==> config.mk <==
export PLATFORM = sky130hd
export DESIGN_NAME = encoder_result_buffer
export DESIGN_NICKNAME = d
export VERILOG_FILES = /design/src/rtl/encoder_result_buffer.sv
export SDC_FILE = /design/constraint.sdc
export NUM_CORES = 1
export LEC_CHECK = 0
export ABC_CLOCK_PERIOD_IN_PS = 9500
export CAP_MARGIN = 25
export CORE_MARGIN = 3
export CORE_UTILIZATION = 41
export CTS_CLUSTER_SIZE = 20
export DETAILED_ROUTE_END_ITERATION = 6
export PLACE_DENSITY_LB_ADDON = 0.12
export SLEW_MARGIN = 20
export SYNTH_ARGS = -nofsm -noshare
export SYNTH_HDL_FRONTEND = slang
export SYNTH_SLANG_ARGS = --single-unit
==> constraint.sdc <==
create_clock -name clk -period 9.5 [get_ports clk]
set_clock_uncertainty 0.05 [all_clocks]
set_input_delay 2.85 -clock clk [delete_from_list [all_inputs] [get_ports clk]]
set_output_delay 2.85 -clock clk [all_outputs]
set_load 0.02 [all_outputs]
==> src/rtl/encoder_result_buffer.sv <==
// Result FIFO behind the 4-bit priority encoder: stamps each valid encoder
// result with a free-running cycle count and serves it first-word-fallthrough.
//
// Ports:
//   clk, rst             single clock, synchronous active-high reset
//   in_q, in_valid       encoder index and its valid strobe
//   out_ready            consumer accepts the head entry this cycle
//   out_valid/q/ts       head entry (q and ts read 0 while empty)
//   count, full, empty   occupancy after the last edge
//   drop_cnt             saturating count of results lost while full
//   hit_cnt              per-index saturating accept counters, index i at
//                        [i*CNT_W +: CNT_W]; present only when
//                        ENC_RESULT_BUF_HIT_CNT_EN is defined
module encoder_result_buffer #(
    parameter int DEPTH = 8,
    parameter int TS_W  = 16,
    parameter int CNT_W = 8
) (
    input  logic                     clk,
    input  logic                     rst,
    input  logic [1:0]               in_q,
    input  logic                     in_valid,
    input  logic                     out_ready,
    output logic                     out_valid,
    output logic [1:0]               out_q,
    output logic [TS_W-1:0]          out_ts,
    output logic [$clog2(DEPTH):0]   count,
    output logic                     full,
    output logic                     empty,
`ifdef ENC_RESULT_BUF_HIT_CNT_EN
    output logic [4*CNT_W-1:0]       hit_cnt,
`endif
    output logic [CNT_W-1:0]         drop_cnt
);

    localparam int AW = $clog2(DEPTH);
    localparam int CW = AW + 1;

    logic [TS_W+1:0]  mem_q [DEPTH];
    logic [AW-1:0]    wr_ptr_q, wr_ptr_d;
    logic [AW-1:0]    rd_ptr_q, rd_ptr_d;
    logic [CW-1:0]    count_q, count_d;
    logic [TS_W-1:0]  ts_q, ts_d;
    logic [CNT_W-1:0] drop_q, drop_d;
    logic             push, pop, drop;
    logic [TS_W+1:0]  head;

    always_comb begin
        full  = (count_q == CW'(DEPTH));
        empty = (count_q == '0);
        pop   = !empty && out_ready;
        // A pop frees a slot in the same cycle, so a full FIFO still accepts.
        push  = in_valid && (!full || pop);
        drop  = in_valid && full && !pop;

        wr_ptr_d = push ? wr_ptr_q + AW'(1) : wr_ptr_q;
        rd_ptr_d = pop ? rd_ptr_q + AW'(1) : rd_ptr_q;

        count_d = count_q;
        if (push && !pop) begin
            count_d = count_q + CW'(1);
        end else if (pop && !push) begin
            count_d = count_q - CW'(1);
        end

        ts_d = ts_q + TS_W'(1);

        drop_d = drop_q;
        if (drop && (drop_q != '1)) begin
            drop_d = drop_q + CNT_W'(1);
        end
    end

    always_ff @(posedge clk) begin
        if (rst) begin
            wr_ptr_q <= '0;
            rd_ptr_q <= '0;
            count_q  <= '0;
            ts_q     <= '0;
            drop_q   <= '0;
        end else begin
            wr_ptr_q <= wr_ptr_d;
            rd_ptr_q <= rd_ptr_d;
            count_q  <= count_d;
            ts_q     <= ts_d;
            drop_q   <= drop_d;
        end
    end

    // Storage needs no reset; occupancy alone decides what is visible.
    always_ff @(posedge clk) begin
        if (push) begin
            mem_q[wr_ptr_q] <= {in_q, ts_q};
        end
    end

    always_comb begin
        head      = mem_q[rd_ptr_q];
        out_valid = !empty;
        out_q     = empty ? 2'd0 : head[TS_W+:2];
        out_ts    = empty ? '0 : head[TS_W-1:0];
        count     = count_q;
        drop_cnt  = drop_q;
    end

`ifdef ENC_RESULT_BUF_HIT_CNT_EN
    logic [CNT_W-1:0] hit_q [4];
    logic [CNT_W-1:0] hit_d [4];

    always_comb begin
        for (int i = 0; i < 4; i++) begin
            hit_d[i] = hit_q[i];
            if (push && (in_q == 2'(i)) && (hit_q[i] != '1)) begin
                hit_d[i] = hit_q[i] + CNT_W'(1);
            end
            hit_cnt[i*CNT_W +: CNT_W] = hit_q[i];
        end
    end

    always_ff @(posedge clk) begin
        for (int i = 0; i < 4; i++) begin
            if (rst) begin
                hit_q[i] <= '0;
            end else begin
                hit_q[i] <= hit_d[i];
            end
        end
    end
`endif

endmodule
Word level (Yosys, flattened, before mapping) --
Memories as Yosys holds them, arrays and structs flattened. A register that Yosys moved wholly into a read port is not among the register bits. Cells that the tools add are included. W data, S select, Z words.
Word-level totals: register bits 34, bits in latches 0, RAM bits 144, memory bits (read-only) 0, word-level logic and storage cells 36, memories 1
Cells by class: add/sub/neg operators 6, multipliers 0, div/mod/pow operators 0, $lt $le $gt $ge 0, equal/unequal tests 2, shifts and indexed selects 0, multiplexer cells 8, bitwise gates (word level) 0, reductions and logical operators 14
Memory list:
- mem_q | words 8, bits a word 18, rd ports 1, clocked after memory_dff 1, write ports 1, line 39 | logic [TS_W+1:0] mem_q [DEPTH];
Operators with widths (number):
- $add A16 B1 Y16 const B | 1
- $mux W16 | 1
- $add A8 B1 Y8 const B | 1
- $mux W4 | 2
- $ne A8 B8 Y1 const B | 1
- $logic_and A1 B1 Y1 | 7
- $add A3 B1 Y3 const B | 2
- $mux W3 | 2
- $add A4 B1 Y4 const B | 1
- $eq A4 B4 Y1 const B | 1
- $logic_not A1 Y1 | 4
- $logic_not A4 Y1 | 1
- $sub A4 B1 Y4 const B | 1
- $mux W1 | 2
- $mux W2 | 1
- $reduce_bool A2 Y1 | 1
- $logic_or A1 B1 Y1 | 1

Longest topological paths before layout --
Gate-level depths: netlist of the first run.
depth after elaboration 9, depth in mapped cells 11, mapped depth without buffers 10

Worst setup path before layout of the first run --
No wires, ideal clock.
kind input-to-reg, from in out_ready, to mem mem_q[2][0] (netlist bit) (enable), setup time 446 ps, arrival time 4915 ps, data required time 9004 ps, setup slack 4089 ps, cell stages on the path 2, buffers on the path 0, cell sequence o21ai_2 nor4b_1
On the way: word-level cells in the longest chain between the ends 5
RTL lines:
- from (decl) | line 23 | input logic out_ready,
- $logic_and A1 B1 Y1 | line 51 | pop = !empty && out_ready;
- $logic_or A1 B1 Y1 | line 53 | push = in_valid && (!full || pop);
- $logic_and A1 B1 Y1 | line 53
- $mux W1 | line 92 | if (push) begin
- $mux W1 (implied by the code) | line 93 | mem_q[wr_ptr_q] <= {in_q, ts_q};
- to (decl) | line 39
No other way between the ends.

Worst setup path in the final report of the first run --
from reg count_q[0] (netlist: count[0]), to out empty
On the way: word-level cells in the longest chain between the ends 1
RTL lines:
- from (decl) | line 42 | logic [CW-1:0] count_q, count_d;
- from (signal assigned) | line 84 | count_q <= count_d;
- $logic_not A4 Y1 | line 50 | empty = (count_q == '0);
- to (decl) | line 29 | output logic empty,
No other way between the ends.

==> reports/qor.yml, run 1 <==
cts:
  cts_inserted_buffers: 17
  insertion_delay_ns: 0.42
  clk_path_buf_depth: 2
  htreeDepth: 4
  cts_num_sinks: 181
  cts_tree: "done"
  cts_root_buf: "clkbuf_16"
  clkTransAtPathRegs_ns: 0.07
  ctsResizeCount: 0
  post-cts-setup-buffers: 0
  hold_buffers: 0
synthesis:
  muxShareOfSynthArea_pct: 14.4
  synth_common_cells: "edfxtp_1 (144), nor2_1 (48), dfxtp_1 (37)"
  synth_area_leaders: "edfxtp_1 (60%), mux4_2 (11%), dfxtp_1 (10%)"
  yosysSeqAreaShare_pct: 70.2
  synth_seq_cells: 181
  syn_area_per_cell_sq_um: 16.9
  synth_top_family_by_area: "multiplexers"
  synthMostInstantiatedCell: "edfxtp_1"
  ys_types: 44
  synthArstFlopShare_pct: 0
  netlist_area_sq_um: 7220
  synth_compound_area_share_pct: 2.31
  yosys.area.top_type: "edfxtp_1"
  yosysWarnings: 0
  synth-main-ff-cell: "edfxtp_1"
  synth-xor-area-share_pct: 2.31
  synthAdderAreaFrac_pct: 1.49
  synth_edf_count: 144
  yosys.area_share.simple_pct: 7.38
  synth_top_area_share_pct: 59.9
  synthCells: 426
  synth_fp_nets: 440
layout:
  syn_to_final_growth_pct: 17.7
  multi_input_area_sq_um: 2060
  antenna_cells: 0
  nets: 489
  fin_util_pct: 50.3
  drive_gt1_share_pct: 19.9
  final_area_sq_um: 8500
  regArea_sq_um: 5070
  fill_cells: 1389
sta:
  slew_headroom_pct: 45.2
  fin_crit_sh_pct: 59.6
  fmax_ghz: 0.177
  fin_crit_ns: 5.66
  fin_tns_setup_ns: 0
  setup_violations: 0
  slew_violations: 0
  worst_pin_slew_ns: 0.817
  rsz0062_at_grt: "no"
  hold_viol: 0
critical_path:
  r2r_setup_slack_ns: 6.22
  path_cells: "or4_2, clkinv_1, clkdlybuf4s50_1"
  required_ns: 6.60
  startpoint: "count[0]$_SDFFE_PP0P_"
  cp-endpoint: "empty"
  r2r-end: "count[3]$_SDFFE_PP0P_"
  reg2reg_from: "count[0]$_SDFFE_PP0P_"
  critical_path_buf_inv_count: 2
  path_max_fanout: 19
  path_delay_family: "buffers and inverters"
  setup.worst_path.end_class: "output pin"
  cp_slowest_cell: "or4_2"
  r2r_cells: 10
  cpPeakStageDelay_ns: 0.75
  cp.depth: 3
  setup.worst_path.class: "reg2out"
  cp-start-kind: "flip-flop"
  cp.arrival_ns: 2.76
global_route:
  grt_usage_pct: 15.5
  grt_antenna_before_repair: 0
  grt_start_max_net_pins: 37
  grt_pass1_wl_mm: 22.7
  grt_pass1_vias: 4005
  overflow: 0
floorplanning:
  coreArea_sq_um: 16900
  die_w_um: 139
  fp-row-count: 47
  design.die.area_sq_um: 19200
  fp.dieH_um: 139
  start_util_pct: 42.8
  pin_count: 39
status:
  status: "complete, no violations"
flow_run:
  max_cap_violations: 0
detailed_routing:
  finalWirelength_mm: 14.2
  first_pass_iters: 4
  routed_via_density: 5.34
  vias: 3784
  wl_per_cell_um: 20.0
  ant_nets: 0
  drtIter0Drc: 198
  drc_errors: 0
placed_design:
  port_buffers: 38
  hpwl_mm: 8.42
  gp_congestion: 0.752
  placed_area_sq_um: 7920
pwr:
  power.density_nw_per_um2: 254
  p_leak_nw: 2.73
  ir_drop_mv: 0.128
hold_path:
  hold_path_class: "reg2reg"
sequential cells by signal, summed over array words and instances (netlist names), named ones only:
signal and flops:
count 4, drop_cnt 8, mem_q 144, rd_ptr_q 3
ts_q 16, wr_ptr_q 3
layer usage:
| metal | part of all wire (%) | GRT usage (%) | wire [um] | up-vias |
|---|---|---|---|---|
| li1 | - | - | - | 1750 |
| met1 | 44 | 20.0 | 6280 | 1949 |
| met2 | 51 | 26.4 | 7160 | 69 |
| met3 | 3.4 | 3.03 | 482 | 16 |
| met4 | 1.7 | 5.72 | 242 | 0 |
| met5 | 0 | 0 | 0 | - |
power by group:
part	total, mW	switching (mW)	internal [mW]
Combinational	0.563	0.292	0.271
Sequential	0.919	0.0255	0.893
Clock	0.677	0.289	0.389
Total	2.16	0.606	1.55
how the worst min path moves through the flow:
stage | end | depth (start not counted) | from
floorplan | flip-flop | 2 | rd_ptr_q[1]$_SDFFE_PP0N_
global placement | rd_ptr_q[1]$_SDFFE_PP0N_ | 2 | rd_ptr_q[1]$_SDFFE_PP0N_
detailed placement | rd_ptr_q[1]$_SDFFE_PP0N_ | 2 | rd_ptr_q[1]$_SDFFE_PP0N_
CTS | rd_ptr_q[1]$_SDFFE_PP0N_ | 2 | rd_ptr_q[1]$_SDFFE_PP0N_
global route | rd_ptr_q[1]$_SDFFE_PP0N_ | 2 | rd_ptr_q[1]$_SDFFE_PP0N_
finish | rd_ptr_q[1]$_SDFFE_PP0N_ | 2 | rd_ptr_q[1]$_SDFFE_PP0N_
area by class of cell:
cell class                      count  share of cell area [%]
Sequential cell                   181                    59.6
Multi-Input combinational cell    214                    24.2
Timing Repair Buffer               51                    5.63
Clock buffer                       17                    5.01
Tap cell                          220                    3.24
Clock inverter                     15                    1.81
Inverter                           10                   0.501
stage by stage:
step                      hold slack [ns]  power, mW  instances  worst slack, ns
final                               0.450       2.16        708             3.84
after CTS                           0.453       2.19        708             3.74
after floorplan                     0.404       1.31        426             4.09
after global placement              0.418       1.51        676             3.95
after detailed placement            0.443       1.51        676             3.86
after global routing                0.486       2.27        708             3.62
cells by family after synthesis:
kind of cell | count (synthesis)
AO/OA/AOI/OAI | 22
AND/OR/NAND/NOR | 106
adder cells (fa/ha/maj) | 8
XOR/XNOR | 19
buffers and inverters | 31
flip-flops | 181
multiplexers | 59
cell usage in the layout, fill, tap and decap left out, types with 3 or more instances in the layout:
| cell | n |
|---|---|
| a21oi_1 | 7 |
| a31oi_1 | 3 |
| and2_1 | 3 |
| and4_1 | 4 |
| buf_4 | 13 |
| clkbuf_16 | 17 |
| clkdlybuf4s50_1 | 38 |
| clkinv_2 | 3 |
| clkinv_4 | 3 |
| clkinvlp_4 | 3 |
| dfxtp_1 | 36 |
| edfxtp_1 | 144 |
| ha_1 | 7 |
| inv_1 | 8 |
| inv_6 | 4 |
| mux2i_1 | 22 |
| mux4_2 | 36 |
| nand2_1 | 11 |
| nand3_1 | 12 |
| nand4_1 | 7 |
| nor2_1 | 47 |
| nor2b_1 | 3 |
| nor3_1 | 3 |
| nor3_2 | 3 |
| o21ai_0 | 3 |
| xnor2_1 | 5 |
| xor2_1 | 14 |
worst reg2reg max path, delay by kind of cell (launching register included):
family / cells / cell delay, ns
buffers and inverters: 2 / 0.32
muxes: 1 / 0.35
DFF: 1 / 0.38
and+or+nand+nor: 1 / 0.73
AOI/OAI and AO/OA: 4 / 0.81
adders and majority gates: 2 / 0.54
(Power assumes the default switching activity.)
==> inputs of run 2 (changes only) <==
--- a/config.mk
+++ b/config.mk
@@ -5,7 +5,7 @@
 export SDC_FILE = /design/constraint.sdc
 export NUM_CORES = 1
 export LEC_CHECK = 0
-export ABC_CLOCK_PERIOD_IN_PS = 9500
+export ABC_CLOCK_PERIOD_IN_PS = 5500
 export CAP_MARGIN = 25
 export CORE_MARGIN = 3
 export CORE_UTILIZATION = 41
==> constraint.sdc (replaced) <==
create_clock -name clk -period 5.5 [get_ports clk]
set_clock_uncertainty 0.05 [all_clocks]
set_input_delay 1.65 -clock clk [delete_from_list [all_inputs] [get_ports clk]]
set_output_delay 1.65 -clock clk [all_outputs]
set_load 0.02 [all_outputs]
==> run 2 against run 1 <==
Count of clock-buffer cells in the layout rose by 6. First-iteration DRC count is 3.0% higher. Cell count up 0.14%. Routed wire length down 3.3%. Clock power is 65% higher. Worst hold slack gained 0.0046 ns. Die area unchanged. Critical endpoint is now out_ts[4]. Via count decreased by 2.3%. Final area hardly changed. Total power up 70%. Largest cell class unchanged.
==> reports/qor.yml, run 2 (same netlist as run 1, synthesis figures left out) <==
status:
  status: "complete, no violations"  # unchanged
detailed_routing:
  wl_per_cell_um: 19.3  # was 20.0 um
  routed_via_density: 5.22  # was 5.34
  drtIter0Drc: 204  # was 198
  ant_nets: 0  # unchanged
  finalWirelength_mm: 13.7  # was 14.2 mm
  vias: 3698  # was 3784
  drc_errors: 0  # unchanged
  first_pass_iters: 5  # was 4
layout:
  final_area_sq_um: 8490  # was 8500 sq um
  drive_gt1_share_pct: 19.0  # was 19.9%
  multi_input_area_sq_um: 2060  # unchanged
  final_common_cell: "edfxtp_1"  # unchanged
  syn_to_final_growth_pct: 17.6  # was 17.7%
  antenna_cells: 0  # unchanged
  layout_common_cells: "edfxtp_1 (144), nor2_1 (47), clkdlybuf4s50_1 (38)"  # unchanged
  regArea_sq_um: 5070  # unchanged
  regMostFlops: "mem_q"  # unchanged
  largest_reg_flops: 144  # unchanged
  fill_cells: 1388  # was 1389
  nets: 491  # was 489
pwr:
  p_seq_share_pct: 44.1  # was 42.6%
  p_leak_nw: 2.72  # was 2.73 nW
  internal_power_mw: 2.66  # was 1.55 mW
  ir_drop_mv: 0.218  # was 0.128 mV
  finalPower_mw: 3.68  # was 2.16 mW
  power.density_nw_per_um2: 433  # was 254 nW/um^2
  p_sw_mw: 1.02  # was 606 uW
  switching_share_pct: 27.6  # was 28.1%
  p_comb_share_pct: 25.6  # was 26.1%
  clockPowerShare_pct: 30.3  # was 31.4%
critical_path:
  cp-start-kind: "flip-flop"  # unchanged
  cp_slowest_cell: "dfxtp_2"  # was or4_2
  path_delay_family: "buffers and inverters"  # unchanged
  setup.worst_path.class: "reg2out"  # unchanged
  required_ns: 3.80  # was 6.60 ns
  cpPeakStageDelay_ns: 0.74  # was 0.75 ns
  path_cells: "buf_12, mux4_2, mux2i_1, nor2_1, clkdlybuf4s50_1"  # was or4_2, clkinv_1, clkdlybuf4s50_1
  path_max_fanout: 21  # was 19
  critical_path_buf_inv_count: 2  # unchanged
  setup.worst_path.end_class: "output pin"  # unchanged
  cp.arrival_ns: 2.78  # was 2.76 ns
global_route:
  grt_antenna_before_repair: 0  # unchanged
  grt_pass1_vias: 3952  # was 4005
  grt_pass1_wl_mm: 22.2  # was 22.7 mm
  grt_usage_pct: 15.0  # was 15.5%
  overflow: 0  # unchanged
  grt_start_max_net_pins: 37  # unchanged
placed_design:
  gp_congestion: 0.762  # was 0.752
  post-place-ws_ns: 1.09  # was 3.86 ns
  hpwl_mm: 8.08  # was 8.42 mm
  port_buffers: 38  # unchanged
  placed_area_sq_um: 7950  # was 7920 sq um
cts:
  hold_buffers: 0  # unchanged
  insertion_delay_ns: 0.42  # about the same
  cts_num_sinks: 181  # unchanged
  htreeDepth: 4  # unchanged
  cts_inserted_buffers: 17  # unchanged
  post-cts-setup-buffers: 0  # unchanged
  clkTransAtPathRegs_ns: 0.06  # was 0.07 ns
  ctsResizeCount: 0  # unchanged
  clk_path_buf_depth: 2  # unchanged
  cts_tree: "done"  # unchanged
  cts_root_buf: "clkbuf_16"  # unchanged
sta:
  slew_headroom_pct: 47.2  # was 45.2%
  fin_tns_setup_ns: 0  # unchanged
  slew_violations: 0  # unchanged
  holdWs_ns: 0.455  # was 0.450 ns
  fin_crit_ns: 4.48
  fmax_ghz: 0.223
  hold_viol: 0  # unchanged
  setup_slack_ns: 1.02  # was 3.84 ns
  worst_pin_slew_ns: 0.787  # was 0.817 ns
  fin_crit_sh_pct: 81.5
  rsz0062_at_grt: "no"  # unchanged
  setup_violations: 0  # unchanged
flow_run:
  max_cap_violations: 0  # unchanged
floorplanning:
  design.die.area_sq_um: 19200  # unchanged
  coreArea_sq_um: 16900  # unchanged
  die_w_um: 139  # unchanged
  fp-row-count: 47  # unchanged
  fp.dieH_um: 139  # unchanged
  start_util_pct: 42.8  # unchanged
  pin_count: 39  # unchanged
hold_path:
  hold_path_class: "reg2reg"  # unchanged
run 2: cell types whose count changed in the layout (fill, tap and decap cells not counted), sizes merged:
cell	change
clkbuf	+6
clkinv	-4
inv	-3
buf	+2
bufinv	-1
clkinvlp	+1
run 2: area by class of cell:
class	count	share of cell area, %
clock buffer	23	5.51
clock inverter	8	0.899
inverter	10	0.501
multi-input combinational	214	24.2
sequential	181	59.7
tap	220	3.24
timing repair buffer	53	5.95
run 2: routing by layer:
metal / GRT usage [%] / share of wire, % / vias to the layer above
met3: 3.14 / 3.2 / 13
met2: 25.3 / 51 / 66
li1: - / - / 1753
met1: 19.7 / 44 / 1866
met4: 4.79 / 1.0 / 0
met5: 0 / 0 / -
run 2: path summary, 6_finish.rpt:
path	from	to	slack, ns	cells past startpoint
min reg2reg	rd_ptr_q[1]$_SDFFE_PP0N_	rd_ptr_q[1]$_SDFFE_PP0N_	0.45	2
max reg2reg	count[0]$_SDFFE_PP0P_	count[3]$_SDFFE_PP0P_	2.24	10
max	flip-flop	out_ts[4]	1.02	5
min	rd_ptr_q[1]$_SDFFE_PP0N_	rd_ptr_q[1]$_SDFFE_PP0N_	0.45	2
run 2: through the flow:
| step | utilization (%) | cells |
|---|---|---|
| finish | 50.3 | 709 |
| detailed placement | 47.1 | 678 |
| CTS | 50.3 | 709 |
| global route | 50.3 | 709 |
| global placement | 47.1 | 678 |
| floorplan | - | 426 |
run 2: tightest hold or removal path, stage by stage, from the launching register on:
cell	delay (ns)
dfxtp_1	0.32
nand2_1	0.05
a21oi_1	0.07
run 2: power groups by stage:
stage	combinational [mW]	sequential (mW)	clock [mW]
6_report	0.943	1.62	1.12
2_1_floorplan	0.653	1.62	0
4_1_cts	0.973	1.63	1.15
5_1_grt	1.03	1.64	1.20
3_3_place_gp	0.968	1.65	0
3_5_place_dp	0.971	1.66	0
==> inputs of run 3 (changes only) <==
--- a/config.mk
+++ b/config.mk
@@ -5,7 +5,7 @@
 export SDC_FILE = /design/constraint.sdc
 export NUM_CORES = 1
 export LEC_CHECK = 0
-export ABC_CLOCK_PERIOD_IN_PS = 5500
+export ABC_CLOCK_PERIOD_IN_PS = 3800
 export CAP_MARGIN = 25
 export CORE_MARGIN = 3
 export CORE_UTILIZATION = 41
==> constraint.sdc (replaced) <==
create_clock -name clk -period 3.8 [get_ports clk]
set_clock_uncertainty 0.05 [all_clocks]
set_input_delay 1.14 -clock clk [delete_from_list [all_inputs] [get_ports clk]]
set_output_delay 1.14 -clock clk [all_outputs]
set_load 0.02 [all_outputs]
==> run 3 against run 2 <==
Clock power is 45% higher. Utilization is 0.49 points higher. First-iteration DRC count rose by 22%. Sequential share of layout area shrank 0.57 points. Via count up 3.1%. Combinational power up 54%. Sequential power grew 42%. Total power up 46%. Worst hold slack lost 0.0082 ns. Global-route usage rose by 0.43 points. Worst setup slack worse by 0.90 ns. Critical endpoint unchanged. Largest power group unchanged.
==> reports/qor.yml, run 3 (same netlist as run 1, synthesis figures left out) <==
detailed_routing:
  wl_per_cell_um: 19.7  # was 19.3 um
  vias: 3812  # was 3698
  routed_via_density: 5.31  # was 5.22
  drc_errors: 0  # unchanged
  drtIter0Drc: 248  # was 204
  finalWirelength_mm: 14.2  # was 13.7 mm
  ant_nets: 0  # unchanged
  first_pass_iters: 4  # was 5
cts:
  htreeDepth: 4  # unchanged
  clk_path_buf_depth: 2  # unchanged
  hold_buffers: 0  # unchanged
  clkTransAtPathRegs_ns: 0.07  # was 0.06 ns
  cts_inserted_buffers: 17  # unchanged
  ctsResizeCount: 2  # was 0
  post-cts-setup-buffers: 0  # unchanged
  cts_tree: "done"  # unchanged
  cts_num_sinks: 181  # unchanged
  insertion_delay_ns: 0.43  # was 0.42 ns
  cts_root_buf: "clkbuf_16"  # unchanged
layout:
  regMostFlops: "mem_q"  # unchanged
  instances_no_fill: 718  # was 709
  largest_reg_flops: 144  # unchanged
  nets: 499  # was 491
  antenna_cells: 0  # unchanged
  regArea_sq_um: 5070  # unchanged
  multi_input_area_sq_um: 2060  # unchanged
  layout_common_cells: "edfxtp_1 (144), nor2_1 (47), mux4_2 (36), dfxtp_1 (36), clkdlybuf4s50_1 (35)"  # was edfxtp_1 (144), nor2_1 (47), clkdlybuf4s50_1 (38)
  drive_gt1_share_pct: 20.9  # was 19.0%
  syn_to_final_growth_pct: 18.8  # was 17.6%
  fill_cells: 1406  # was 1388
  final_common_cell: "edfxtp_1"  # unchanged
sta:
  fin_tns_setup_ns: 0  # unchanged
  slew_violations: 0  # unchanged
  fmax_ghz: 0.271
  fin_crit_sh_pct: 97.0
  setup_violations: 0  # unchanged
  rsz0062_at_grt: "no"  # unchanged
  worst_pin_slew_ns: 0.590  # was 0.787 ns
  fin_crit_ns: 3.69
  slew_headroom_pct: 60.3  # was 47.2%
  hold_viol: 0  # unchanged
floorplanning:
  design.die.area_sq_um: 19200  # unchanged
  coreArea_sq_um: 16900  # unchanged
  fp-row-count: 47  # unchanged
  die_w_um: 139  # unchanged
  pin_count: 39  # unchanged
  fp.dieH_um: 139  # unchanged
  start_util_pct: 42.8  # unchanged
critical_path:
  startpoint: "count[0]$_SDFFE_PP0P_"
  required_ns: 2.61  # was 3.80 ns
  cp-start-kind: "flip-flop"  # unchanged
  path_max_fanout: 19  # was 21
  cp.arrival_ns: 2.50  # was 2.78 ns
  reg2reg_from: "count[0]$_SDFFE_PP0P_"  # unchanged
  setup.worst_path.class: "reg2out"  # unchanged
  setup.worst_path.end_class: "output pin"  # unchanged
global_route:
  overflow: 0  # unchanged
  grt_pass1_wl_mm: 22.4  # was 22.2 mm
  grt_start_max_net_pins: 37  # unchanged
  grt_usage_pct: 15.4  # was 15.0%
  grt_antenna_before_repair: 0  # unchanged
  grt_pass1_vias: 4102  # was 3952
pwr:
  power.density_nw_per_um2: 626  # was 433 nW/um^2
  ir_drop_mv: 0.347  # was 0.218 mV
  p_leak_nw: 2.80  # was 2.72 nW
flow_run:
  max_cap_violations: 0  # unchanged
placed_design:
  dp_cells: 686  # was 678
  hpwl_mm: 8.37  # was 8.08 mm
  port_buffers: 38  # unchanged
  gp_congestion: 0.759  # was 0.762
hold_path:
  min_from: "rd_ptr_q[1]$_SDFFE_PP0N_"  # unchanged
  hold_path_class: "reg2reg"  # unchanged
status:
  status: "complete, no violations"  # unchanged
==> run 3: final timing paths <==
kind,slack (ns),depth (start not counted),endpoint
worst min register to register,0.45,2,flip-flop
worst min-delay path,0.45,2,flip-flop
worst max-delay path,0.11,5,out_ts[4]
worst max register to register,0.79,10,count[3]$_SDFFE_PP0P_
==> run 3: layout make-up <==
type                       instances  share of cell area (%)
inverter                          10                   0.496
multi-input combinational        214                    24.0
clock buffer                      20                    5.09
sequential                       181                    59.1
timing repair buffer              61                    6.83
clock inverter                    12                    1.28
tap                              220                    3.21
==> run 3: routing by layer <==
metal | vias up | global-route usage [%] | share of wire (%)
met2 | 57 | 26.6 | 52
met5 | - | 0 | 0
li1 | 1777 | - | -
met3 | 19 | 3.69 | 3.1
met1 | 1959 | 19.1 | 43
met4 | 0 | 5.72 | 1.6
==> run 3: where the power goes <==
part / switching (mW) / internal [mW] / leakage [nW]
Combinational: 0.734 / 0.714 / 0.898
Clock: 0.720 / 0.901 / 0.258
Sequential: 0.0654 / 2.23 / 1.64
==> run 3: through the flow <==
step	hold slack (ns)	area [sq um]	utilization, %	worst slack, ns	total power, mW
floorplan	0.404	7220	-	0.0988	3.28
global placement	0.423	8020	47.5	0.331	3.81
detailed placement	0.448	8020	47.5	0.247	3.83
CTS	0.457	8570	50.8	0.0651	5.45
global route	0.472	8570	50.8	0.00261	5.62
finish	0.446	8570	50.8	0.114	5.37
==> run 3: worst max-delay path, stage by stage (launching register included) <==
cell and delay [ns]:
dfxtp_1 0.37, or4_2 0.74, clkinv_1 0.09, buf_6 0.23, nor2_1 0.09, clkdlybuf4s50_1 0.54
